$ cat src/rtl/ps2_kbd_rx_pkg.sv
// Shared types and frame constants for the PS/2 keyboard receive path.
package ps2_pkg;

    typedef enum logic [1:0] {
        IDLE,
        DATA,
        PARITY,
        STOP
    } rx_state_t;

    localparam int PS2_DATA_BITS  = 8;
    localparam int PS2_FRAME_BITS = 11;

endpackage

$ cat src/rtl/ps2_kbd_rx_byte_fifo.sv
// First-word fall-through byte FIFO; the head is held in a register so the
// storage array is only ever read through a registered port.
module ps2_byte_fifo #(
    parameter int DEPTH = 16,
    parameter int WIDTH = 8
) (
    input  logic                         clk,
    input  logic                         rst_n,
    input  logic                         push,
    input  logic [WIDTH-1:0]             din,
    input  logic                         pop,
    output logic [WIDTH-1:0]             dout,
    output logic                         full,
    output logic                         empty,
    output logic [$clog2(DEPTH+1)-1:0]   count
);

    localparam int AW = $clog2(DEPTH);
    localparam int CW = $clog2(DEPTH + 1);

    logic [WIDTH-1:0] mem [DEPTH];
    logic [AW-1:0]    rd_ptr_reg;
    logic [AW-1:0]    wr_ptr_reg;
    logic [AW-1:0]    rd_ptr_inc;
    logic [CW-1:0]    count_reg;
    logic [WIDTH-1:0] dout_reg;
    logic             do_push;
    logic             do_pop;

    assign empty      = (count_reg == '0);
    assign full       = (count_reg == CW'(DEPTH));
    assign do_pop     = pop && !empty;
    assign do_push    = push && (!full || do_pop);
    assign rd_ptr_inc = rd_ptr_reg + 1'b1;

    always_ff @(posedge clk) begin
        if (do_push) begin
            mem[wr_ptr_reg] <= din;
        end
    end

    always_ff @(posedge clk) begin
        if (!rst_n) begin
            rd_ptr_reg <= '0;
            wr_ptr_reg <= '0;
            count_reg  <= '0;
            dout_reg   <= '0;
        end else begin
            if (do_push) begin
                wr_ptr_reg <= wr_ptr_reg + 1'b1;
            end
            if (do_pop) begin
                rd_ptr_reg <= rd_ptr_inc;
            end
            case ({do_push, do_pop})
                2'b10:   count_reg <= count_reg + 1'b1;
                2'b01:   count_reg <= count_reg - 1'b1;
                default: count_reg <= count_reg;
            endcase
            // Head register: the next stored entry if one exists, else the incoming byte.
            if (do_pop) begin
                if (count_reg > CW'(1)) begin
                    dout_reg <= mem[rd_ptr_inc];
                end else if (do_push) begin
                    dout_reg <= din;
                end
            end else if (do_push && empty) begin
                dout_reg <= din;
            end
        end
    end

    assign dout  = dout_reg;
    assign count = count_reg;

endmodule

$ cat src/rtl/ps2_kbd_rx.sv
// PS/2 keyboard receiver: line conditioning, 11-bit frame deframing with
// parity/stop/timeout checks, and a byte FIFO for the keyboard consumer.
module ps2_kbd_rx
    import ps2_pkg::*;
#(
    parameter int FILTER_LEN     = 8,
    parameter int FIFO_DEPTH     = 16,
    parameter int TIMEOUT_CYCLES = 50000
) (
    input  logic                              clk,
    input  logic                              N_RESET,
    input  logic                              ps2Clk,
    input  logic                              ps2Data,
    input  logic                              rd_en,
    output logic [7:0]                        dout,
    output logic                              valid,
    output logic [$clog2(FIFO_DEPTH+1)-1:0]   fifo_count,
    output logic                              parity_err,
    output logic                              frame_err,
    output logic                              overflow
);

    localparam int FW = $clog2(FILTER_LEN + 1);
    localparam int TW = $clog2(TIMEOUT_CYCLES);
    localparam int BW = $clog2(PS2_DATA_BITS);

    logic [1:0] line_raw;
    logic [1:0] line_filt;

    assign line_raw = {ps2Data, ps2Clk};

    // Index 0 is the PS/2 clock, index 1 the PS/2 data line.
    for (genvar gi = 0; gi < 2; gi++) begin : g_line
        logic          sync1_reg;
        logic          sync2_reg;
        logic          filt_reg;
        logic [FW-1:0] cnt_reg;

        always_ff @(posedge clk) begin
            if (!N_RESET) begin
                sync1_reg <= 1'b1;
                sync2_reg <= 1'b1;
                filt_reg  <= 1'b1;
                cnt_reg   <= '0;
            end else begin
                sync1_reg <= line_raw[gi];
                sync2_reg <= sync1_reg;
                if (sync2_reg == filt_reg) begin
                    cnt_reg <= '0;
                end else if (cnt_reg == FW'(FILTER_LEN - 1)) begin
                    filt_reg <= sync2_reg;
                    cnt_reg  <= '0;
                end else begin
                    cnt_reg <= cnt_reg + 1'b1;
                end
            end
        end

        assign line_filt[gi] = filt_reg;
    end

    logic clk_filt_d_reg;
    logic fall;
    logic data_bit;

    assign fall     = clk_filt_d_reg && !line_filt[0];
    assign data_bit = line_filt[1];

    rx_state_t                state_reg, state_next;
    logic [BW-1:0]            bitcnt_reg, bitcnt_next;
    logic [PS2_DATA_BITS-1:0] shift_reg, shift_next;
    logic                     parity_reg, parity_next;
    logic [TW-1:0]            tmo_reg, tmo_next;
    logic                     parity_err_reg, parity_err_next;
    logic                     frame_err_reg, frame_err_next;
    logic                     push_reg, push_next;
    logic                     overflow_reg;
    logic                     fifo_full;
    logic                     fifo_empty;

    always_ff @(posedge clk) begin
        if (!N_RESET) begin
            clk_filt_d_reg <= 1'b1;
            state_reg      <= IDLE;
            bitcnt_reg     <= '0;
            shift_reg      <= '0;
            parity_reg     <= 1'b0;
            tmo_reg        <= '0;
            parity_err_reg <= 1'b0;
            frame_err_reg  <= 1'b0;
            push_reg       <= 1'b0;
            overflow_reg   <= 1'b0;
        end else begin
            clk_filt_d_reg <= line_filt[0];
            state_reg      <= state_next;
            bitcnt_reg     <= bitcnt_next;
            shift_reg      <= shift_next;
            parity_reg     <= parity_next;
            tmo_reg        <= tmo_next;
            parity_err_reg <= parity_err_next;
            frame_err_reg  <= frame_err_next;
            push_reg       <= push_next;
            overflow_reg   <= push_reg && fifo_full && !(rd_en && !fifo_empty);
        end
    end

    always_comb begin
        state_next      = state_reg;
        bitcnt_next     = bitcnt_reg;
        shift_next      = shift_reg;
        parity_next     = parity_reg;
        tmo_next        = '0;
        parity_err_next = 1'b0;
        frame_err_next  = 1'b0;
        push_next       = 1'b0;

        if (state_reg != IDLE && !fall) begin
            tmo_next = tmo_reg + 1'b1;
        end

        case (state_reg)
            IDLE: begin
                if (fall && !data_bit) begin
                    state_next  = DATA;
                    bitcnt_next = '0;
                end
            end
            DATA: begin
                if (fall) begin
                    shift_next  = {data_bit, shift_reg[PS2_DATA_BITS-1:1]};
                    bitcnt_next = bitcnt_reg + 1'b1;
                    if (bitcnt_reg == BW'(PS2_DATA_BITS - 1)) begin
                        state_next = PARITY;
                    end
                end
            end
            PARITY: begin
                if (fall) begin
                    parity_next = data_bit;
                    state_next  = STOP;
                end
            end
            STOP: begin
                // Parity is checked before the stop bit, so a doubly bad frame reports parity only.
                if (fall) begin
                    state_next = IDLE;
                    if (!(^{shift_reg, parity_reg})) begin
                        parity_err_next = 1'b1;
                    end else if (!data_bit) begin
                        frame_err_next = 1'b1;
                    end else begin
                        push_next = 1'b1;
                    end
                end
            end
            default: state_next = IDLE;
        endcase

        if (state_reg != IDLE && !fall && tmo_reg == TW'(TIMEOUT_CYCLES - 1)) begin
            state_next     = IDLE;
            frame_err_next = 1'b1;
            tmo_next       = '0;
        end
    end

    // The shift register is untouched in IDLE, so it still holds the byte during the push cycle.
    ps2_byte_fifo #(
        .DEPTH (FIFO_DEPTH),
        .WIDTH (PS2_DATA_BITS)
    ) u_fifo (
        .clk   (clk),
        .rst_n (N_RESET),
        .push  (push_reg),
        .din   (shift_reg),
        .pop   (rd_en),
        .dout  (dout),
        .full  (fifo_full),
        .empty (fifo_empty),
        .count (fifo_count)
    );

    assign valid      = !fifo_empty;
    assign parity_err = parity_err_reg;
    assign frame_err  = frame_err_reg;
    assign overflow   = overflow_reg;

endmodule

$ cat config.mk
export PLATFORM = sky130hd
export DESIGN_NAME = ps2_kbd_rx
export DESIGN_NICKNAME = d
export VERILOG_FILES = /design/src/rtl/ps2_kbd_rx_pkg.sv /design/src/rtl/ps2_kbd_rx_byte_fifo.sv /design/src/rtl/ps2_kbd_rx.sv
export SDC_FILE = /design/constraint.sdc
export NUM_CORES = 1
export LEC_CHECK = 0
export BUFFER_PORTS_ARGS = -buffer_cell sky130_fd_sc_hd__buf_4
export CAP_MARGIN = 20
export CORE_UTILIZATION = 40
export DETAILED_ROUTE_END_ITERATION = 6
export GPL_TIMING_DRIVEN = 0
export PLACE_DENSITY = 0.54
export SYNTH_ARGS = -nofsm -noshare
export SYNTH_HDL_FRONTEND = slang
export SYNTH_SLANG_ARGS = --single-unit
$ cat constraint.sdc
create_clock -name clk -period 2.29 [get_ports clk]
set_input_delay 0.458 -clock clk [delete_from_list [all_inputs] [get_ports clk]]
set_output_delay 0.458 -clock clk [all_outputs]
set_load 0.02 [all_outputs]
# [After elaboration in Yosys (flattened, before gate mapping)]
# Memories as Yosys holds them, arrays and structs flattened.
# Cells that the tools add are included.
[classes] n_mux=23 bitwise=4 add_sub_neg=8 n_reduce_logical=36 n_eq_ne=18 magnitude_cmp=1
[ops] cell="two-way mux 8 bit" count=4
[ops] cell="adder 16 x 1 -> 16 bit, second input constant" count=1
[ops] cell="adder 4 x 1 -> 4 bit, second input constant" count=4
[ops] cell="== test 16 bit, second input constant" count=1
[ops] cell="two-way mux 2 bit" count=5
[ops] cell="inequality test 2 bit, second input constant" count=5
[ops] cell="one-hot mux 5 bit (2 select lines)" count=1
[ops] cell="AND reduction 2 bit" count=5
[ops] cell="logical AND 1 bit" count=9
[ops] cell="two-way mux 1 bit" count=9
[ops] cell="OR reduction 3 bit" count=3
[ops] cell="XOR reduction 9 bit" count=1
[ops] cell="== test 4 x 3 -> 1 bit, second input constant" count=2
[ops] cell="one-hot mux 2 bit (4 select lines)" count=1
[ops] cell="nonzero test 2 bit" count=4
[ops] cell="== test 2 bit, second input constant" count=3
[ops] cell="zero test 1 bit" count=6
[ops] cell="two-way mux 3 bit" count=2
[ops] cell="one-hot mux 3 bit (2 select lines)" count=1
[ops] cell="AND reduction 3 bit" count=2
[ops] cell="adder 5 x 1 -> 5 bit, second input constant" count=1
[ops] cell="== test 5 bit, second input constant" count=1
[ops] cell="> comparator 5 x 1 -> 1 bit, second input constant" count=1
[ops] cell="zero test 5 bit" count=1
[ops] cell="12 further kinds" count=17
[totals] ram_bits=128 n_memories=1 ff_bits=70 inputBits=5 output_inout_bits=17
[mem_list] name="u_fifo.mem" words=16 word_bits=8 rd=1 rd_ports_with_merged_regs=0 write_ports=1 line_no="ps2_kbd_rx_byte_fifo.sv:21" source="logic [WIDTH-1:0] mem [DEPTH];"

# [Logic depth before layout (Yosys ltp)]
[logic_depth] depth_word=8 depth_mapped=8

# [Hierarchy]
# Synthesis repeated with hierarchy kept, for this count alone.
[hier_totals] hier_cells=630 hier_area_um2=8409.3
[by_module_without_submodules] module="ps2_byte_fifo" cells_per_inst=411 area_each_um2=6242.2 instances=1
[by_module_without_submodules] module="ps2_kbd_rx" cells_per_inst=219 area_each_um2=2167.1 instances=1

# [Worst setup path after synthesis]
# No wires, ideal clock.
[synth_timing] path_type="register to register" from="reg u_fifo.count_reg[0] (netlist: u_fifo.count[0])" to="mem u_fifo.mem[0][0], enable pin" slack_ns=-0.154 stages_incl_launch_ff=8 setup_ns=0.383 arrival_time_ns=2.061 path_cell_list="dfxtp_1 inv_1 ha_1 or3b_1 o21a_1 buf_4 nand2_1 nor3_1"
[synth_between] elab_chain_len=7 elab_cells_between_ends=9 classes_between="1 x eq/ne; 2 x mux; 6 x reduce/logical"
[synth_rtl] item="from (decl)" line_no="ps2_kbd_rx_byte_fifo.sv:25" source="logic [CW-1:0] count_reg;"
[synth_rtl] item="from (signal assigned)" line_no="ps2_kbd_rx_byte_fifo.sv:56" source="2'b10: count_reg <= count_reg + 1'b1;"
[synth_rtl] item="from (signal assigned)" line_no="ps2_kbd_rx_byte_fifo.sv:57" source="2'b01: count_reg <= count_reg - 1'b1;"
[synth_rtl] item="from (signal assigned)" line_no="ps2_kbd_rx_byte_fifo.sv:58" source="default: count_reg <= count_reg;"
[synth_rtl] item="zero test 5 bit" line_no="ps2_kbd_rx_byte_fifo.sv:30" source="assign empty = (count_reg == '0);"
[synth_rtl] item="zero test 1 bit" line_no="ps2_kbd_rx_byte_fifo.sv:32" source="assign do_pop = pop && !empty;"
[synth_rtl] item="logical AND 1 bit" line_no="ps2_kbd_rx_byte_fifo.sv:32"
[synth_rtl] item="logical OR 1 bit *" line_no="ps2_kbd_rx_byte_fifo.sv:33" source="assign do_push = push && (!full || do_pop);"
[synth_rtl] item="logical AND 1 bit *" line_no="ps2_kbd_rx_byte_fifo.sv:33"
[synth_rtl] item="two-way mux 1 bit *" line_no="ps2_kbd_rx_byte_fifo.sv:37" source="if (do_push) begin"
[synth_rtl] item="two-way mux 1 bit (not written as such) *" line_no="ps2_kbd_rx_byte_fifo.sv:38" source="mem[wr_ptr_reg] <= din;"
[synth_rtl] item="to (decl)" line_no="ps2_kbd_rx_byte_fifo.sv:21"
# Every way passes the cells marked *; elsewhere a longest branch is shown, timed or not.

# [Worst setup path after layout]
[layout_timing] from="reg u_fifo.rd_ptr_reg[2]" to="reg u_fifo.dout_reg[7] (netlist: u_fifo.dout[7])"
[layout_between] elab_chain_len=4
[layout_rtl] item="from (decl)" line_no="ps2_kbd_rx_byte_fifo.sv:22" source="logic [AW-1:0] rd_ptr_reg;"
[layout_rtl] item="from (signal assigned)" line_no="ps2_kbd_rx_byte_fifo.sv:53" source="rd_ptr_reg <= rd_ptr_inc;"
[layout_rtl] item="adder 4 x 1 -> 4 bit" line_no="ps2_kbd_rx_byte_fifo.sv:34" source="assign rd_ptr_inc = rd_ptr_reg + 1'b1;"
[layout_rtl] item="memory read (16 x 8 bit)"
[layout_rtl] item="two-way mux 8 bit" line_no="ps2_kbd_rx_byte_fifo.sv:62" source="if (count_reg > CW'(1)) begin"
[layout_rtl] item="two-way mux 8 bit" line_no="ps2_kbd_rx_byte_fifo.sv:61" source="if (do_pop) begin"
[layout_rtl] item="to (signal assigned)" line_no="ps2_kbd_rx_byte_fifo.sv:63" source="dout_reg <= mem[rd_ptr_inc];"
[layout_rtl] item="to (signal assigned)" line_no="ps2_kbd_rx_byte_fifo.sv:65" source="dout_reg <= din;"
[layout_rtl] item="to (signal assigned)" line_no="ps2_kbd_rx_byte_fifo.sv:68" source="dout_reg <= din;"
[layout_rtl] item="to (decl)" line_no="ps2_kbd_rx_byte_fifo.sv:26" source="logic [WIDTH-1:0] dout_reg;"
# No other way between the ends.
# A chain may end at the register's enable or synchronous reset.

==> qor.txt <==
Status: complete, no violations
Worst ir drop on vdd: 0.000573 V
Drt pass-1 iters: 5
Register area share after synthesis: 63.4%
Top FF cell, synth: edfxtp_1
CTS Hold Bufs: 0
Placed insts: 925
Initial core utilization: 40.9%
Vias per cell: 5.21
Pwr/cell area: 1030 nW/µm²
Gr ovfl total: 0
DRT antenna net count: 0
Std-Cell Core Area: 20200 µm²
Netlist cell types: 56
Hold Violations, Final: 0
PnR Total Power: 9.95 mW
Setup TNS: 0 ns
CTS H-tree depth: 4
Syn_nets: 654
WL/cell: 18.4 µm
Detailed Route WL: 17700 µm
TritonCTS clock tree: yes
Number of CTS-inserted buffers: 17
Crit end category: register
Commonest non-fill, non-tap cell in the layout: edfxtp_1
Crit start category: register
Routability Congestion: 0.808
Clock skew: 0.0122 ns
Post-Layout Cell Count: 965
Pre-CTS setup slack: -0.423 ns
CP Data Required Time: 2.60 ns
LEAKAGE: 3.31 nW
Layout area overhead: 16.8%
Max FFs per register: 128
Worst R2R Setup Slack: 0.07 ns
Hold crit path type: in2reg
Worst EP arrival: 2.53 ns
FILL cells: 1781
Clock root buffer: clkbuf_16
Largest net degree at the start of global routing: 21
First-pass GRT wire length: 28000 µm
TritonCTS sink count: 198
Final core occ: 47.7%
I/O pin total: 22
Max_slew headroom: 31.0%
Highest clock rate: 451 MHz
Setup violators final: 0
Async SR Flop Fraction: 0%
Die footprint: 21300 µm²
Synth warn: 0
Synthesized area: 8270 µm²
Final WS setup: 0.0735 ns
Initial antenna violation count: 0
Period utilization: 96.8%
Vias in the first global route: 5052
Worst Setup Path Type: reg2reg
Tightest Pin Transition: 1.03 ns
Starting DRT DRC Count: 243
FP Rows: 52
Layout cells sized above 1: 20.3%
Post-synthesis register bit count: 198
Mapped Cells: 631
EDFF count, synth: 128
Synth Area per Inst: 13.1 µm²
Die Span Y: 146 µm
DR vias: 5032
Final max-slew violation count: 0
CTS clk-pin slew, worst paths: 0.07 ns
DP Wirelength: 11800 µm
Drc violations: 0
PortBufs: 21
Die width: 146 µm
Final #Nets: 705
GRT Total Usage: 17.5%
Min Tclk post-route: 2.22 ns
Commonest cells after routing, fill and taps aside: edfxtp_1, dfxtp_1, nor2_1
Max clock buf depth: 2
Max cap viols: 0
RSZ-0062 raised after global routing: false
Max FO, Critical Path: 8
Worst-skew pair later-pin latency: 0.44 ns
Antenna cell count: 0
[per-stage QoR]
step,cell area [µm²],hold slack [ns]
after global placement,8770,0.392
final,9660,0.203
after global routing,9660,0.202
after CTS,9580,0.192
after floorplan,8280,0.386
after detailed placement,8790,0.398
[critical path: stages, from the launching register on]
cell and delay (ns):
dfxtp_1 0.40, and3_2 0.29, xnor2_1 0.81, a211oi_1 0.17
a21oi_1 0.31, a211oi_1 0.11
[synthesized netlist by cell type (2+ instances only)]
cell type,count,area [µm²]
a2111oi_0,8,70.1
a211oi_1,15,113
a21oi_1,42,210
a22oi_1,15,113
a31oi_1,3,18.8
and2b_2,2,17.5
and3_1,4,25.0
and4_1,2,17.5
buf_2,10,50.1
buf_4,3,22.5
buf_6,3,33.8
clkbuf_1,11,41.3
dfxtp_1,70,1400
edfxtp_1,128,3840
ha_1,18,225
inv_1,15,56.3
mux2i_1,29,290
mux4_2,16,360
nand2_1,42,158
nand2b_1,11,68.8
nand3_1,22,110
nand3b_1,2,15.0
nand4_1,7,43.8
nor2_1,58,218
nor2b_1,10,62.6
nor3_1,13,65.1
nor4_1,2,12.5
o21a_1,2,15.0
o21ai_0,5,25.0
o22ai_1,2,12.5
xnor2_1,16,140
xor2_1,21,184
[layer usage]
layer  share of wire [%]  global-route usage [%]  up-vias
met5                   0                       0        -
met4                 1.5                    5.53        0
met3                 2.7                    3.26       20
met2                  51                    30.0       67
met1                  45                    22.2     2506
li1                    -                       -     2439
[repair_timing]
action                     in CTS  in global routing
setup endpoints to repair     134                 96
pin swaps                       3                  2
gates resized for setup        38                 16
gates cloned                    0                  0
buffers inserted                4                  4
[final timing paths]
path                                                        start                             end  depth (start not counted)
worst max-delay path            u_fifo.rd_ptr_reg[2]$_SDFFE_PN0P_     u_fifo.dout[7]$_SDFFE_PN0P_                          5
worst min-delay path                                       ps2Clk  g_line[0].sync1_reg$_SDFF_PN1_                          2
worst max register to register  u_fifo.rd_ptr_reg[2]$_SDFFE_PN0P_     u_fifo.dout[7]$_SDFFE_PN0P_                          5
worst min register to register     g_line[0].sync1_reg$_SDFF_PN1_  g_line[0].sync2_reg$_SDFF_PN1_                          1
[area by class of cell]
cell class,count,area (µm²),area share (%)
buffer,28,159,1.64
clock buffer,20,479,4.96
clock inverter,12,104,1.07
inverter,16,60.1,0.622
multi-input combinational,389,3000,31.0
sequential,198,5250,54.3
tap,270,338,3.50
timing repair buffer,32,275,2.85
[power by group]
group | switching, mW | total [mW] | internal (mW)
sequential | 0.143 | 4.04 | 3.89
clock | 1.37 | 2.92 | 1.56
combinational | 1.70 | 2.99 | 1.29
total | 3.21 | 9.95 | 6.74
[logic make-up (layout without fill, tap and decap cells)]
group           after synthesis  in the layout  share of synthesized area, %
flops                       198            198                          63.4
simple gates                188            188                          11.3
compound gates               99             99                          7.76
mux                          45             45                          7.86
buf+inv                      44            108                          2.56
xor+xnor                     39             39                          4.39
fa+ha+maj                    18             18                          2.72
Note: power is estimated with default switching activity, not from simulation.
